`config.mk`:
```
export PLATFORM = sky130hd
export DESIGN_NAME = seq_detector_flat
export DESIGN_NICKNAME = d
export VERILOG_FILES = /design/src/rtl/seq_detector_if.sv /design/src/rtl/seq_detector.sv /design/src/flat_wrapper.sv
export SDC_FILE = /design/constraint.sdc
export NUM_CORES = 1
export LEC_CHECK = 0
export ABC_AREA = 1
export BUFFER_PORTS_ARGS = -buffer_cell sky130_fd_sc_hd__buf_4
export CORE_MARGIN = 3
export CORE_UTILIZATION = 51
export CTS_CLUSTER_SIZE = 24
export DETAILED_ROUTE_END_ITERATION = 16
export PLACE_DENSITY = 0.78
export SLEW_MARGIN = 20
export SYNTH_ARGS = -nofsm -noshare
export SYNTH_HDL_FRONTEND = slang
export SYNTH_SLANG_ARGS = --single-unit
```
`constraint.sdc`:
```
create_clock -name clk -period 1.7 [get_ports clk]
set_input_delay 0.085 -clock clk [delete_from_list [all_inputs] [get_ports clk]]
set_output_delay 0.085 -clock clk [all_outputs]
set_load 0.03 [all_outputs]
```
`src/rtl/seq_detector_if.sv`:
```
// seq_detector_if: symbol stream, control and result signals of the
// serial pattern detector, bundled so source and detector share one port.
interface seq_detector_if #(
  parameter int W     = 2,
  parameter int N     = 3,
  parameter int CNT_W = 8
);
  localparam int FW = $clog2(N + 1);

  logic             clear;
  logic             valid;
  logic [W-1:0]     sym;
  logic [N*W-1:0]   pattern;
  logic             overlap;
  logic             hit;
  logic             found;
  logic [CNT_W-1:0] match_cnt;
  logic [FW-1:0]    fill;

  // Symbol source: drives the stream and control, observes results
  modport master (
    output clear, valid, sym, pattern, overlap,
    input  hit, found, match_cnt, fill
  );

  // Detector: consumes the stream and control, drives results
  modport slave (
    input  clear, valid, sym, pattern, overlap,
    output hit, found, match_cnt, fill
  );
endinterface

```
`src/rtl/seq_detector.sv`:
```
// seq_detector: parametrised serial pattern detector.
// Shifts accepted W-bit symbols into an N-symbol window and compares the
// window against a runtime pattern. Each match pulses hit for one cycle and
// bumps a saturating match counter.
// Optional feature macro: SEQ_DET_STICKY_EN -- when defined, found latches
// on the first match (LOCK state) until reset or clear; otherwise found
// simply mirrors hit.
module seq_detector #(
  parameter int W     = 2,
  parameter int N     = 3,
  parameter int CNT_W = 8
) (
  input logic           clk,
  input logic           rst_n,
  seq_detector_if.slave bus
);
  localparam int FW = $clog2(N + 1);
  localparam logic [FW-1:0]    FULL    = FW'(N);
  localparam logic [CNT_W-1:0] CNT_MAX = '1;

`ifdef SEQ_DET_STICKY_EN
  typedef enum logic [1:0] {IDLE, SCAN, LOCK} state_t;
`else
  typedef enum logic [1:0] {IDLE, SCAN} state_t;
`endif

  state_t           state;
  logic [N*W-1:0]   win_q;
  logic [FW-1:0]    fill_q;
  logic             hit_q;
  logic             found_q;
  logic [CNT_W-1:0] cnt_q;

  logic [N*W-1:0]   win_nxt;
  logic [FW-1:0]    fill_nxt;
  logic             match;

  // Newest symbol enters at the top of the window; oldest falls out the bottom
  if (N == 1) begin : g_win_single
    assign win_nxt = bus.sym;
  end else begin : g_win_shift
    assign win_nxt = {bus.sym, win_q[N*W-1:W]};
  end

  // Occupancy and match test for the symbol being offered this cycle
  always_comb begin
    fill_nxt = (fill_q == FULL) ? FULL : fill_q + 1'b1;
    match    = (fill_nxt == FULL) && (win_nxt == bus.pattern);
  end

  // Control FSM with window, counter and registered result flags
  always_ff @(posedge clk) begin
    if (!rst_n || bus.clear) begin
      state   <= IDLE;
      win_q   <= '0;
      fill_q  <= '0;
      hit_q   <= 1'b0;
      found_q <= 1'b0;
      cnt_q   <= '0;
    end else if (bus.valid) begin
      win_q  <= win_nxt;
      fill_q <= (match && !bus.overlap) ? '0 : fill_nxt;
      hit_q  <= match;
      if (match && cnt_q != CNT_MAX)
        cnt_q <= cnt_q + 1'b1;
`ifdef SEQ_DET_STICKY_EN
      if (match) begin
        state   <= LOCK;
        found_q <= 1'b1;
      end else if (state == IDLE) begin
        state <= SCAN;
      end
`else
      found_q <= match;
      if (state == IDLE)
        state <= SCAN;
`endif
    end else begin
      hit_q <= 1'b0;
`ifndef SEQ_DET_STICKY_EN
      found_q <= 1'b0;
`endif
    end
  end

  assign bus.hit       = hit_q;
  assign bus.found     = found_q;
  assign bus.match_cnt = cnt_q;
  assign bus.fill      = fill_q;
endmodule

```
`src/flat_wrapper.sv`:
```
// flat-port wrapper written by rule: the top's interface ports become plain ports
module seq_detector_flat 
#(
  parameter int W     = 2,
  parameter int N     = 3,
  parameter int CNT_W = 8
)
  (clk, rst_n, bus_clear, bus_valid, bus_sym, bus_pattern, bus_overlap, bus_hit, bus_found, bus_match_cnt, bus_fill);
  seq_detector_if #(.W(W), .N(N), .CNT_W(CNT_W)) bus_i ();
  input logic clk;
  input logic rst_n;
  input wire logic [$bits(bus_i.clear)-1:0] bus_clear;
  input wire logic [$bits(bus_i.valid)-1:0] bus_valid;
  input wire logic [$bits(bus_i.sym)-1:0] bus_sym;
  input wire logic [$bits(bus_i.pattern)-1:0] bus_pattern;
  input wire logic [$bits(bus_i.overlap)-1:0] bus_overlap;
  output wire logic [$bits(bus_i.hit)-1:0] bus_hit;
  output wire logic [$bits(bus_i.found)-1:0] bus_found;
  output wire logic [$bits(bus_i.match_cnt)-1:0] bus_match_cnt;
  output wire logic [$bits(bus_i.fill)-1:0] bus_fill;
  assign bus_i.clear = bus_clear;
  assign bus_i.valid = bus_valid;
  assign bus_i.sym = bus_sym;
  assign bus_i.pattern = bus_pattern;
  assign bus_i.overlap = bus_overlap;
  assign bus_hit = bus_i.hit;
  assign bus_found = bus_i.found;
  assign bus_match_cnt = bus_i.match_cnt;
  assign bus_fill = bus_i.fill;
  seq_detector #(.W(W), .N(N), .CNT_W(CNT_W)) u_core (.clk(clk), .rst_n(rst_n), .bus(bus_i));
endmodule
```
# Word level (Yosys, flattened, before mapping)
# Cells that the tools add are included.
dict set report word_totals {
  inputBits 13
  register_bits 17
  out_inout_bits 12
  elab_cells 21
}
dict set report op_classes {
  n_reduce_logical 8
  eq_ne 4
  mux 2
  bitwise_logic 1
  add_sub_neg 2
}
# operator n
set ops {}
lappend ops {{$add 8x1->8 const B} 1}
lappend ops {{$ne 8x8->1 const B} 1}
lappend ops {{$eq 6x6->1} 1}
lappend ops {{$eq 2x2->1 const B} 2}
lappend ops {{$mux 2} 2}
lappend ops {{$logic_and 1x1->1} 3}
lappend ops {{$add 2x1->2 const B} 1}
lappend ops {{$logic_not 1->1} 2}
lappend ops {{$reduce_and 2->1} 1}
lappend ops {{$reduce_or 2->1} 1}
lappend ops {{$logic_or 1x1->1} 1}
lappend ops {{$not 1->1} 1}

# Logic depth before layout (Yosys ltp)
# Gate-level depths: netlist of run 1.
dict set report logic_depth {
  word_depth 6
  depth_mapped 11
  ltp_nobuf 10
}

# Worst setup path after synthesis of run 1
# No wires, ideal clock.
dict set report synth_path {
  path_kind {flip-flop to flip-flop}
  startpoint {reg u_core.cnt_q[0] (netlist: u_core.bus.match_cnt[0])}
  endpoint {reg u_core.cnt_q[6] (netlist: u_core.bus.match_cnt[6])}
  arrival_ns 1.474
  setup_time_ns 0.110
  path_buffers 1
  required_ns 1.590
  period_less_slack_ns 1.584
  path_stages_with_launch 10
  path_slack_ns 0.116
  path_cell_list {dfxtp_1 ha_1 nand2_1 nor2_1 nand3_1 buf_6 nand3_1 nand2_1 inv_1 nor2_1}
}
dict set report synth_between {
  elab_chain_len 3
  elab_cells_between_ends 4
  classes_between {1 x add/sub; 1 x eq/ne; 2 x reduce/logical}
}
# item line
set synth_lines {}
lappend synth_lines {{start, declared} seq_detector.sv:32} ;# logic [CNT_W-1:0] cnt_q;
lappend synth_lines {{start signal, assigned} seq_detector.sv:65} ;# cnt_q <= cnt_q + 1'b1;
lappend synth_lines {{parallel branches: the longest is 3 deep, another holds $add 8x1->8} --}
# Parallel ways; which one is timed is not known.
# A chain may end at the register's enable or synchronous reset.

# Worst setup path after layout of run 1
dict set report layout_path {
  startpoint {reg u_core.cnt_q[0] (netlist: u_core.bus.match_cnt[0])}
  endpoint {reg u_core.cnt_q[1] (netlist: u_core.bus.match_cnt[1])}
}
# The elaborated chain is that of the path after synthesis.

==> tab_implementation.tex, run 1 <==
\begin{tabular}{lr}
\hline
Metric & Value \\
\hline
\multicolumn{2}{l}{\textbf{STA}} \\
Worst setup slack after layout & 0.337 ns \\
Worst clock skew & 0.00462 ns \\
Actual transition at the worst max-transition pin & 0.584 ns \\
Sum of negative setup slack & 0 ns \\
Slew headroom & 0.609 \\
Achievable Freq & 0.734 GHz \\
Number of endpoints failing setup at the final stage & 0 \\
Final Hold Violating Endpoints & 0 \\
Setup repair after global routing missed its margin & no \\
Final Critical Period & 1.36 ns \\
Part of the cycle the worst path needs & 0.802 \\
Final slew viol count & 0 \\
\multicolumn{2}{l}{\textbf{Global route}} \\
Global route overflow & 0 \\
Pin count of the biggest net entering global routing & 17 \\
Global-route wire length before repair & 3.31 mm \\
Via count of the first global-routing pass & 833 \\
Total track usage & 0.177 \\
Initial antenna violation count & 0 \\
\multicolumn{2}{l}{\textbf{Die}} \\
Ports placed on the boundary & 25 \\
Width of the die & 48.7 um \\
Total Die Area & 2370 sq um \\
Number of rows created at floorplan & 14 \\
Placeable core region & 1610 sq um \\
Starting density of the core & 0.578 \\
Die Y & 48.7 um \\
\multicolumn{2}{l}{\textbf{Final layout}} \\
Fraction of layout instances using a drive strength above 1 & 0.220 \\
Net count reported at finish & 192 \\
Relative area change from synthesis to final layout & 23.7\% \\
Number of antenna cells inserted & 0 \\
Layout Cells excl Fill & 201 \\
\multicolumn{2}{l}{\textbf{Hold path}} \\
Hold WC Path Type & primary input to flop \\
Hold\_sp & bus\_sym[0] \\
Hold Path Depth & 3 \\
Hold endpoint & u\_core.win\_q[4]\$\_SDFFE\_PP0P\_ \\
\multicolumn{2}{l}{\textbf{Worst setup path}} \\
CP required & 1.89 ns \\
Peak fanout along the critical path & 7 \\
FF-to-FF path depth & 9 \\
Element type at the critical path start & flop \\
Destination of the worst register-to-register timing path & u\_core.bus.match\_cnt[1]\$\_SDFFE\_PP0P\_ \\
Crit Path Class & flop to flop \\
Startpoint of the most critical register-to-register path & u\_core.bus.match\_cnt[0]\$\_SDFFE\_PP0P\_ \\
Register-to-register path setup slack & 0.34 ns \\
Largest stage delay on the critical path & 0.39 ns \\
Endpoint type of the worst setup path & flop \\
Cell with the biggest individual delay on the critical path & dfxtp\_1 \\
Signal arrival time at the worst endpoint & 1.55 ns \\
Worst-path cell chain & ha\_1 > nand2\_1 > nor2\_1 > nand3\_1 > buf\_4 > nand3\_1 > nand2\_1 > inv\_1 > nor2\_1 \\
\multicolumn{2}{l}{\textbf{Clock network}} \\
Clock transition at path regs & 0.08 ns \\
Hold-fix buffers, CTS & 0 \\
CTS tree & yes \\
Total setup buffers inserted after CTS & 0 \\
Number of buffers on the longest clock path & 2 \\
Sinks on the clock net & 15 \\
Number of buffers created by CTS & 3 \\
Count of H-tree levels built during CTS & 1 \\
Clock Root Buffer & clkbuf\_4 \\
CTS-repair resized insts & 0 \\
Insertion delay to the later sink of the worst-skew pair & 0.29 ns \\
\multicolumn{2}{l}{\textbf{Yosys}} \\
Post-Syn Nets & 165 \\
Synthesized flop and latch total & 15 \\
Synthesis Warnings & 0 \\
Post-Synthesis Mean Instance Area & 6.16 sq um \\
Mapped Area & 931 sq um \\
Post-synthesis cell type with the largest combined area & dfxtp\_1 \\
Register area share after synthesis & 0.323 \\
Post-synthesis cell type count & 22 \\
Post-synthesis cell count & 151 \\
Largest cells by area after synthesis & dfxtp\_1 32\%, nand2\_1 16\%, inv\_1 14\% \\
Synth top area share & 0.323 \\
\multicolumn{2}{l}{\textbf{Power}} \\
Max VDD drop & 0.401 mV \\
Net switching power of the design & 0.157 mW \\
PD cells & 556 nW/um\^{}2 \\
Part of the total power dissipated in combinational logic & 0.123 \\
Int Power & 0.484 mW \\
Sequential share of power & 0.562 \\
Share of total power consumed by net switching & 0.245 \\
Clock network fraction of total power & 0.315 \\
Leakage power figure & 0.588 nW \\
\multicolumn{2}{l}{\textbf{Route}} \\
Count of antenna-violating nets left after detailed routing & 0 \\
Detailed router's first-iteration violation count & 25 \\
Number of design rule violations left after detail routing & 0 \\
Number of detailed-routing iterations run before antenna repair & 4 \\
Via-per-instance ratio & 4.78 \\
Detailed-route via count & 960 \\
Overall routed net length & 1.87 mm \\
Post-DR wirelength/cell & 9.28 um \\
\multicolumn{2}{l}{\textbf{Placement}} \\
Post-placement worst setup slack & 0.339 ns \\
PortBufs & 24 \\
Cells after DPL & 197 \\
Estimated wirelength of the detail-placed design & 1.44 mm \\
Weighted congestion at the end of routability-driven global placement & 0.774 \\
\multicolumn{2}{l}{\textbf{Run}} \\
Maxcap violations & 0 \\
\multicolumn{2}{l}{\textbf{Status}} \\
Run status & completed \\
\hline
\end{tabular}
-- routing by layer --
metal,wire length [um],up-vias,track usage,part of all wire
met5,0,-,0,0
met2,830,23,0.292,0.45
met3,116,5,0.0767,0.062
met1,881,419,0.200,0.47
li1,-,513,-,-
met4,36,0,0.0711,0.019
-- through the flow --
stage / hold WS [ns] / total power, mW / area (sq um) / util
after floorplan: 0.217 / 0.413 / 931 / -
after global placement: 0.351 / 0.446 / 1120 / 0.698
after detailed placement: 0.355 / 0.447 / 1120 / 0.698
after CTS: 0.0386 / 0.654 / 1150 / 0.714
after global routing: 0.0494 / 0.681 / 1150 / 0.714
final: 0.0517 / 0.640 / 1150 / 0.714
-- cell usage after synthesis (all sizes together) --
library cell / count
nand2: 42
inv: 36
nor2: 20
dfxtp: 15
nand3: 10
a21oi: 7
nand4: 7
o21ai: 5
buf: 4
clkbuf: 1
ha: 1
nand3b: 1
nor3: 1
nor4: 1
-- worst max-delay path, delay by kind of cell (launching register included) --
family,cells,cell delay [ns]
simple gates,6,0.46
fa+ha+maj,1,0.20
flops,1,0.39
buf+inv,2,0.22
-- cell families after synthesis --
group / synth area share
AND/OR/NAND/NOR: 0.413
flip-flops: 0.323
AO/OA/AOI/OAI: 0.0645
adder cells (fa/ha/maj): 0.0134
buffers and inverters: 0.187
-- state kept, by name, summed over array words and instances (netlist names) --
name,flops
u_core.bus.hit,1
u_core.win_q,4
u_core.bus.fill,2
u_core.bus.match_cnt,8
-- cell usage in the layout (no fill, tap or decap) --
cell type,instances
nor2_2,3
nand2_2,2
nand3_1,8
nand3_2,2
ha_1,1
nand4_1,7
dfxtp_1,15
nor2_1,16
nand3b_1,1
nand2_1,40
nor2_8,1
nor4_1,1
clkbuf_4,3
clkbuf_1,1
inv_2,1
o21ai_0,4
inv_1,35
a21oi_1,7
o21ai_1,1
buf_4,27
nor3_1,1
-- worst max-delay path by stage --
stage | cells after the start | end | start | slack [ns]
floorplan | 9 | u_core.bus.match_cnt[6]$_SDFFE_PP0P_ | u_core.bus.match_cnt[0]$_SDFFE_PP0P_ | 0.12
global placement | 9 | u_core.bus.match_cnt[1]$_SDFFE_PP0P_ | u_core.bus.match_cnt[0]$_SDFFE_PP0P_ | 0.40
detailed placement | 9 | u_core.bus.match_cnt[1]$_SDFFE_PP0P_ | u_core.bus.match_cnt[0]$_SDFFE_PP0P_ | 0.34
CTS | 9 | u_core.bus.match_cnt[1]$_SDFFE_PP0P_ | u_core.bus.match_cnt[0]$_SDFFE_PP0P_ | 0.32
global route | 7 | u_core.bus.match_cnt[6]$_SDFFE_PP0P_ | u_core.bus.match_cnt[0]$_SDFFE_PP0P_ | 0.17
finish | 9 | u_core.bus.match_cnt[1]$_SDFFE_PP0P_ | u_core.bus.match_cnt[0]$_SDFFE_PP0P_ | 0.34
-- cell type report --
class | instances | area [sq um]
Multi-Input combinational cell | 95 | 457
Clock buffer | 4 | 26.3
Inverter | 36 | 135
Sequential cell | 15 | 300
Tap cell | 24 | 30.0
Fill cell | 134 | 460
Timing Repair Buffer | 27 | 203
-- power by group through the flow --
stage	combinational (mW)	clock [mW]	sequential (mW)
6_report	0.0787	0.202	0.360
3_5_place_dp	0.0789	0	0.368
5_1_grt	0.0898	0.230	0.361
4_1_cts	0.0793	0.215	0.360
2_1_floorplan	0.0432	0	0.370
3_3_place_gp	0.0776	0	0.368
(Power assumes the default switching activity.)
==> inputs of run 2 (changes only) <==
- clock period: 1.7 -> 1.3 ns (I/O delays scaled with it)
==> tab_implementation.tex, run 2 (same netlist as run 1, synthesis figures left out) <==
\begin{tabular}{lr}
\hline
Metric & Value \\
\hline
\multicolumn{2}{l}{\textbf{Final layout}} \\
Most common library cell in the layout ignoring fill and taps & nand2\_1 \\
Layout Cells excl Fill & 207 \\
Highest-count cells in the layout ignoring fill and taps & 37 x nand2\_1, 32 x inv\_1, 30 x buf\_4 \\
Storage element area & 320 sq um \\
Area of the multi-input gates & 564 sq um \\
Fraction of layout instances using a drive strength above 1 & 0.388 \\
Flip-flop count of the largest register, all copies and words added & 8 \\
Number of antenna cells inserted & 0 \\
Number of fill cells & 123 \\
Relative area change from synthesis to final layout & 41.0\% \\
Net count reported at finish & 198 \\
\multicolumn{2}{l}{\textbf{Worst setup path}} \\
Worst-path cell chain & inv\_1 > nor2\_2 > nand3\_4 > nor2\_4 > nand3\_2 > nand2\_2 > inv\_2 > nor2\_2 \\
Peak fanout along the critical path & 8 \\
Largest delay share family, worst path & simple AND/OR/NAND/NOR gates \\
Startpoint of the most critical register-to-register path & u\_core.bus.fill[1]\$\_SDFFE\_PP0P\_ \\
FF-to-FF path depth & 8 \\
CP required & 1.53 ns \\
Register-to-register path setup slack & -0.0009 ns \\
Largest stage delay on the critical path & 0.36 ns \\
Buf/Inv on CP & 2 \\
Cell with the biggest individual delay on the critical path & dfxtp\_4 \\
Destination of the worst register-to-register timing path & u\_core.bus.match\_cnt[2]\$\_SDFFE\_PP0P\_ \\
Element type at the critical path start & flop \\
Signal arrival time at the worst endpoint & 1.53 ns \\
Critical path origin & u\_core.bus.fill[1]\$\_SDFFE\_PP0P\_ \\
Crit Path Class & flop to flop \\
Most prevalent standard cell on the critical path & nor2\_2 \\
Endpoint type of the worst setup path & flop \\
\multicolumn{2}{l}{\textbf{STA}} \\
Achievable Freq & 0.769 GHz \\
Worst clock skew & 0.00308 ns \\
Part of the cycle the worst path needs & 1.00 \\
Setup repair after global routing missed its margin & yes \\
Actual transition at the worst max-transition pin & 0.403 ns \\
Final Critical Period & 1.30 ns \\
Final slew viol count & 0 \\
Final Hold Violating Endpoints & 0 \\
Number of endpoints failing setup at the final stage & 1 \\
Slew headroom & 0.730 \\
Worst setup slack after layout & -0.000924 ns \\
\multicolumn{2}{l}{\textbf{Route}} \\
Count of antenna-violating nets left after detailed routing & 0 \\
Via-per-instance ratio & 4.96 \\
Detailed router's first-iteration violation count & 20 \\
Number of detailed-routing iterations run before antenna repair & 4 \\
Number of design rule violations left after detail routing & 0 \\
Post-DR wirelength/cell & 11.5 um \\
Overall routed net length & 2.38 mm \\
Detailed-route via count & 1,026 \\
\multicolumn{2}{l}{\textbf{Hold path}} \\
Hold\_sp & bus\_sym[0] \\
Hold Path Depth & 3 \\
Hold WC Path Type & primary input to flop \\
Hold endpoint & u\_core.win\_q[4]\$\_SDFFE\_PP0P\_ \\
\multicolumn{2}{l}{\textbf{Global route}} \\
Global routing met1 resource utilization & 0.233 \\
Fraction of met3 tracks used by global routing & 0.0583 \\
Global-route wire length before repair & 3.81 mm \\
Met2 capacity usage during global routing & 0.353 \\
Initial antenna violation count & 0 \\
Via count of the first global-routing pass & 960 \\
Pin count of the biggest net entering global routing & 15 \\
Most Used Layer, Global Route & met2 \\
Total track usage & 0.199 \\
Global route overflow & 0 \\
\multicolumn{2}{l}{\textbf{Power}} \\
Sequential share of power & 0.545 \\
Net switching power of the design & 0.223 mW \\
Part of the total power dissipated in combinational logic & 0.138 \\
Share of total power consumed by net switching & 0.262 \\
PD cells & 651 nW/um\^{}2 \\
Total chip power & 0.854 mW \\
Int Power & 0.631 mW \\
Max VDD drop & 0.441 mV \\
Clock network fraction of total power & 0.317 \\
Leakage power figure & 0.622 nW \\
\multicolumn{2}{l}{\textbf{Clock network}} \\
Number of buffers on the longest clock path & 2 \\
CTS tree & yes \\
Sinks on the clock net & 15 \\
Clock transition at path regs & 0.09 ns \\
Number of buffers created by CTS & 3 \\
Count of H-tree levels built during CTS & 1 \\
Hold-fix buffers, CTS & 0 \\
Insertion delay to the later sink of the worst-skew pair & 0.29 ns \\
Clock Root Buffer & clkbuf\_4 \\
\multicolumn{2}{l}{\textbf{Die}} \\
Placeable core region & 1610 sq um \\
Die Y & 48.7 um \\
Number of rows created at floorplan & 14 \\
Width of the die & 48.7 um \\
Starting density of the core & 0.578 \\
Total Die Area & 2370 sq um \\
Ports placed on the boundary & 25 \\
\multicolumn{2}{l}{\textbf{Placement}} \\
PortBufs & 24 \\
Cells after DPL & 197 \\
Post-placement worst setup slack & -0.0499 ns \\
Weighted congestion at the end of routability-driven global placement & 0.738 \\
Estimated wirelength of the detail-placed design & 1.58 mm \\
\multicolumn{2}{l}{\textbf{Run}} \\
Maxcap violations & 0 \\
\multicolumn{2}{l}{\textbf{Status}} \\
Failing checks & setup timing \\
Run status & complete, but fails checks \\
\hline
\end{tabular}
[run 2: worst max path at each step]
stage / cells past startpoint / end / slack, ns
detailed placement: 8 / u_core.bus.match_cnt[1]$_SDFFE_PP0P_ / -0.05
global route: 8 / u_core.bus.match_cnt[1]$_SDFFE_PP0P_ / -0.12
global placement: 8 / u_core.bus.match_cnt[1]$_SDFFE_PP0P_ / 0.01
floorplan: 8 / u_core.bus.match_cnt[6]$_SDFFE_PP0P_ / -0.005
CTS: 10 / u_core.bus.match_cnt[0]$_SDFFE_PP0P_ / 0.007
finish: 8 / u_core.bus.match_cnt[2]$_SDFFE_PP0P_ / -0.0009
[run 2: what timing repair did]
action / in CTS / in global routing
gates resized for setup: 3 / 20
pin swaps: 2 / 19
cloned: 2 / 0
setup buffers: 0 / 4
setup endpoints to repair: 8 / 9
hold endpoints to repair: 0 / 0
[run 2: layer usage]
| layer | wire length (um) | vias up |
|---|---|---|
| met5 | 0 | - |
| met4 | 13 | 0 |
| met3 | 122 | 2 |
| met2 | 1240 | 24 |
| met1 | 1000 | 475 |
| li1 | - | 525 |
[run 2: worst min-delay path, stage by stage]
cell     delay, ns
buf_4         0.12
inv_2         0.04
a21oi_1       0.05
[run 2: final cells by class]
class,instances,area share
Tap cell,24,0.0229
Sequential cell,15,0.244
Multi-Input combinational cell,97,0.430
Inverter,36,0.103
Clock buffer,4,0.0200
Timing Repair Buffer,31,0.180
[run 2: metrics by stage]
stage / area [sq um] / util / hold WS, ns / setup TNS [ns]
3_3_place_gp: 1160 / 0.719 / 0.329 / 0
2_1_floorplan: 965 / - / 0.197 / -0.00464
5_1_grt: 1310 / 0.814 / 0.0324 / -0.823
4_1_cts: 1220 / 0.758 / 0.0270 / 0
6_report: 1310 / 0.814 / 0.0230 / -0.000924
3_5_place_dp: 1160 / 0.719 / 0.336 / -0.177
[run 2: power groups by stage]
stage | registers [mW] | clock network (mW) | logic, mW
final | 0.466 | 0.271 | 0.118
after global routing | 0.467 | 0.295 | 0.131
after CTS | 0.465 | 0.276 | 0.112
after detailed placement | 0.475 | 0 | 0.107
after global placement | 0.475 | 0 | 0.102
after floorplan | 0.478 | 0 | 0.0565
==> inputs of run 3 (changes only) <==
- BUFFER_PORTS_ARGS: -buffer_cell sky130_fd_sc_hd__buf_4 -> -buffer_cell sky130_fd_sc_hd__buf_2
- MAX_ROUTING_LAYER: unset -> met4
==> tab_implementation.tex, run 3 (same netlist as run 1, synthesis figures left out) <==
\begin{tabular}{lr}
\hline
Metric & Value \\
\hline
\multicolumn{2}{l}{\textbf{Worst setup path}} \\
Endpoint type of the worst setup path & flop \\
Crit Path Class & flop to flop \\
CP required & 1.49 ns \\
Element type at the critical path start & flop \\
Peak fanout along the critical path & 8 \\
Signal arrival time at the worst endpoint & 1.51 ns \\
\multicolumn{2}{l}{\textbf{Final layout}} \\
Net count reported at finish & 195 \\
Relative area change from synthesis to final layout & 27.0\% \\
Most common library cell in the layout ignoring fill and taps & nand2\_1 \\
Highest-count cells in the layout ignoring fill and taps & 40 x nand2\_1, 34 x inv\_1, 24 x buf\_2 \\
Number of antenna cells inserted & 0 \\
Fraction of layout instances using a drive strength above 1 & 0.311 \\
Flip-flop count of the largest register, all copies and words added & 8 \\
Layout Cells excl Fill & 204 \\
\multicolumn{2}{l}{\textbf{Placement}} \\
Cells after DPL & 197 \\
Weighted congestion at the end of routability-driven global placement & 0.732 \\
Post-placement worst setup slack & -0.0469 ns \\
PortBufs & 24 \\
Estimated wirelength of the detail-placed design & 1.52 mm \\
\multicolumn{2}{l}{\textbf{STA}} \\
Slew headroom & 0.829 \\
Achievable Freq & 0.755 GHz \\
Worst clock skew & 0.00639 ns \\
Setup repair after global routing missed its margin & yes \\
Part of the cycle the worst path needs & 1.02 \\
Actual transition at the worst max-transition pin & 0.255 ns \\
Worst setup slack after layout & -0.0251 ns \\
Number of endpoints failing setup at the final stage & 2 \\
Final Critical Period & 1.33 ns \\
Final slew viol count & 0 \\
Final Hold Violating Endpoints & 0 \\
\multicolumn{2}{l}{\textbf{Global route}} \\
Initial antenna violation count & 0 \\
Global route overflow & 0 \\
Pin count of the biggest net entering global routing & 15 \\
Total track usage & 0.205 \\
Via count of the first global-routing pass & 967 \\
Global-route wire length before repair & 3.79 mm \\
\multicolumn{2}{l}{\textbf{Route}} \\
Number of design rule violations left after detail routing & 0 \\
Via-per-instance ratio & 4.99 \\
Post-DR wirelength/cell & 11.2 um \\
Number of detailed-routing iterations run before antenna repair & 4 \\
Overall routed net length & 2.29 mm \\
Detailed-route via count & 1,017 \\
Count of antenna-violating nets left after detailed routing & 0 \\
Detailed router's first-iteration violation count & 37 \\
\multicolumn{2}{l}{\textbf{Clock network}} \\
Sinks on the clock net & 15 \\
Insertion delay to the later sink of the worst-skew pair & 0.28 ns \\
Clock transition at path regs & 0.09 ns \\
Clock Root Buffer & clkbuf\_4 \\
Number of buffers created by CTS & 3 \\
CTS tree & yes \\
Count of H-tree levels built during CTS & 1 \\
Hold-fix buffers, CTS & 0 \\
Number of buffers on the longest clock path & 2 \\
\multicolumn{2}{l}{\textbf{Die}} \\
Die Y & 48.7 um \\
Width of the die & 48.7 um \\
Number of rows created at floorplan & 14 \\
Ports placed on the boundary & 25 \\
Starting density of the core & 0.578 \\
Placeable core region & 1610 sq um \\
Total Die Area & 2370 sq um \\
\multicolumn{2}{l}{\textbf{Status}} \\
Run status & complete, but fails checks \\
Failing checks & setup timing \\
\multicolumn{2}{l}{\textbf{Power}} \\
PD cells & 709 nW/um\^{}2 \\
Leakage power figure & 0.595 nW \\
Max VDD drop & 0.580 mV \\
\multicolumn{2}{l}{\textbf{Run}} \\
Maxcap violations & 0 \\
\multicolumn{2}{l}{\textbf{Hold path}} \\
Hold WC Path Type & primary input to flop \\
\hline
\end{tabular}
[run 3: cell types whose count changed in the layout (fill, tap and decap cells not counted), sizes merged]
cell,previous run,this run
buf,31,28
[run 3: where the power goes]
| group | internal [mW] | switching (mW) |
|---|---|---|
| Combinational | 0.0400 | 0.0664 |
| Clock | 0.119 | 0.146 |
| Sequential | 0.460 | 0.00569 |
| Total | 0.619 | 0.219 |
[run 3: metal layers]
metal | vias to the layer above | wire length [um] | track usage
met2 | 46 | 1130 | 0.369
met4 | 0 | 57 | 0.0806
met1 | 440 | 956 | 0.206
li1 | 521 | - | -
met3 | 10 | 143 | 0.0613
met5 | - | 0 | -
[run 3: path summary, 6_finish.rpt]
path                                      from                              endpoint  slack (ns)  depth (start not counted)
setup / recovery  u_core.win_q[5]$_SDFFE_PP0P_  u_core.bus.match_cnt[7]$_SDFFE_PP0P_       -0.03                          8
hold / removal                      bus_sym[0]          u_core.win_q[4]$_SDFFE_PP0P_        0.03                          3
setup reg to reg  u_core.win_q[5]$_SDFFE_PP0P_  u_core.bus.match_cnt[7]$_SDFFE_PP0P_       -0.03                          8
hold reg to reg   u_core.win_q[4]$_SDFFE_PP0P_          u_core.win_q[2]$_SDFFE_PP0P_        0.48                          2
[run 3: what timing repair did]
action,in CTS,in global routing
endpoints found under the setup margin,8,10
buffers inserted,0,1
endpoints found under the hold margin,0,0
gates cloned,2,0
pin swaps,2,9
resized for setup,3,5
[run 3: through the flow]
| stage | total power, mW | hold WS, ns | instance area (sq um) | setup TNS (ns) | util |
|---|---|---|---|---|---|
| 2_1_floorplan | 0.535 | 0.197 | 965 | -0.00464 | - |
| 5_1_grt | 0.879 | 0.0442 | 1180 | -0.613 | 0.734 |
| 4_1_cts | 0.837 | 0.0336 | 1160 | 0 | 0.720 |
| 3_5_place_dp | 0.571 | 0.336 | 1100 | -0.145 | 0.682 |
| 6_report | 0.838 | 0.0292 | 1180 | -0.0266 | 0.734 |
| 3_3_place_gp | 0.566 | 0.326 | 1100 | 0 | 0.682 |
[run 3: layout make-up]
cell class,count,area [sq um]
Multi-Input combinational cell,97,523
Fill cell,129,429
Sequential cell,15,318
Timing Repair Buffer,28,150
Inverter,36,135
Tap cell,24,30.0
Clock buffer,4,26.3
[run 3: critical path, cell delays in order (launching register included)]
cell and delay, ns:
dfxtp_1 0.35, nand2_1 0.08, nand2_1 0.06, nor2_2 0.15, nand2_4 0.10, nor2_4 0.21, nand4_1 0.14, nand2_1 0.09
nor2_1 0.04
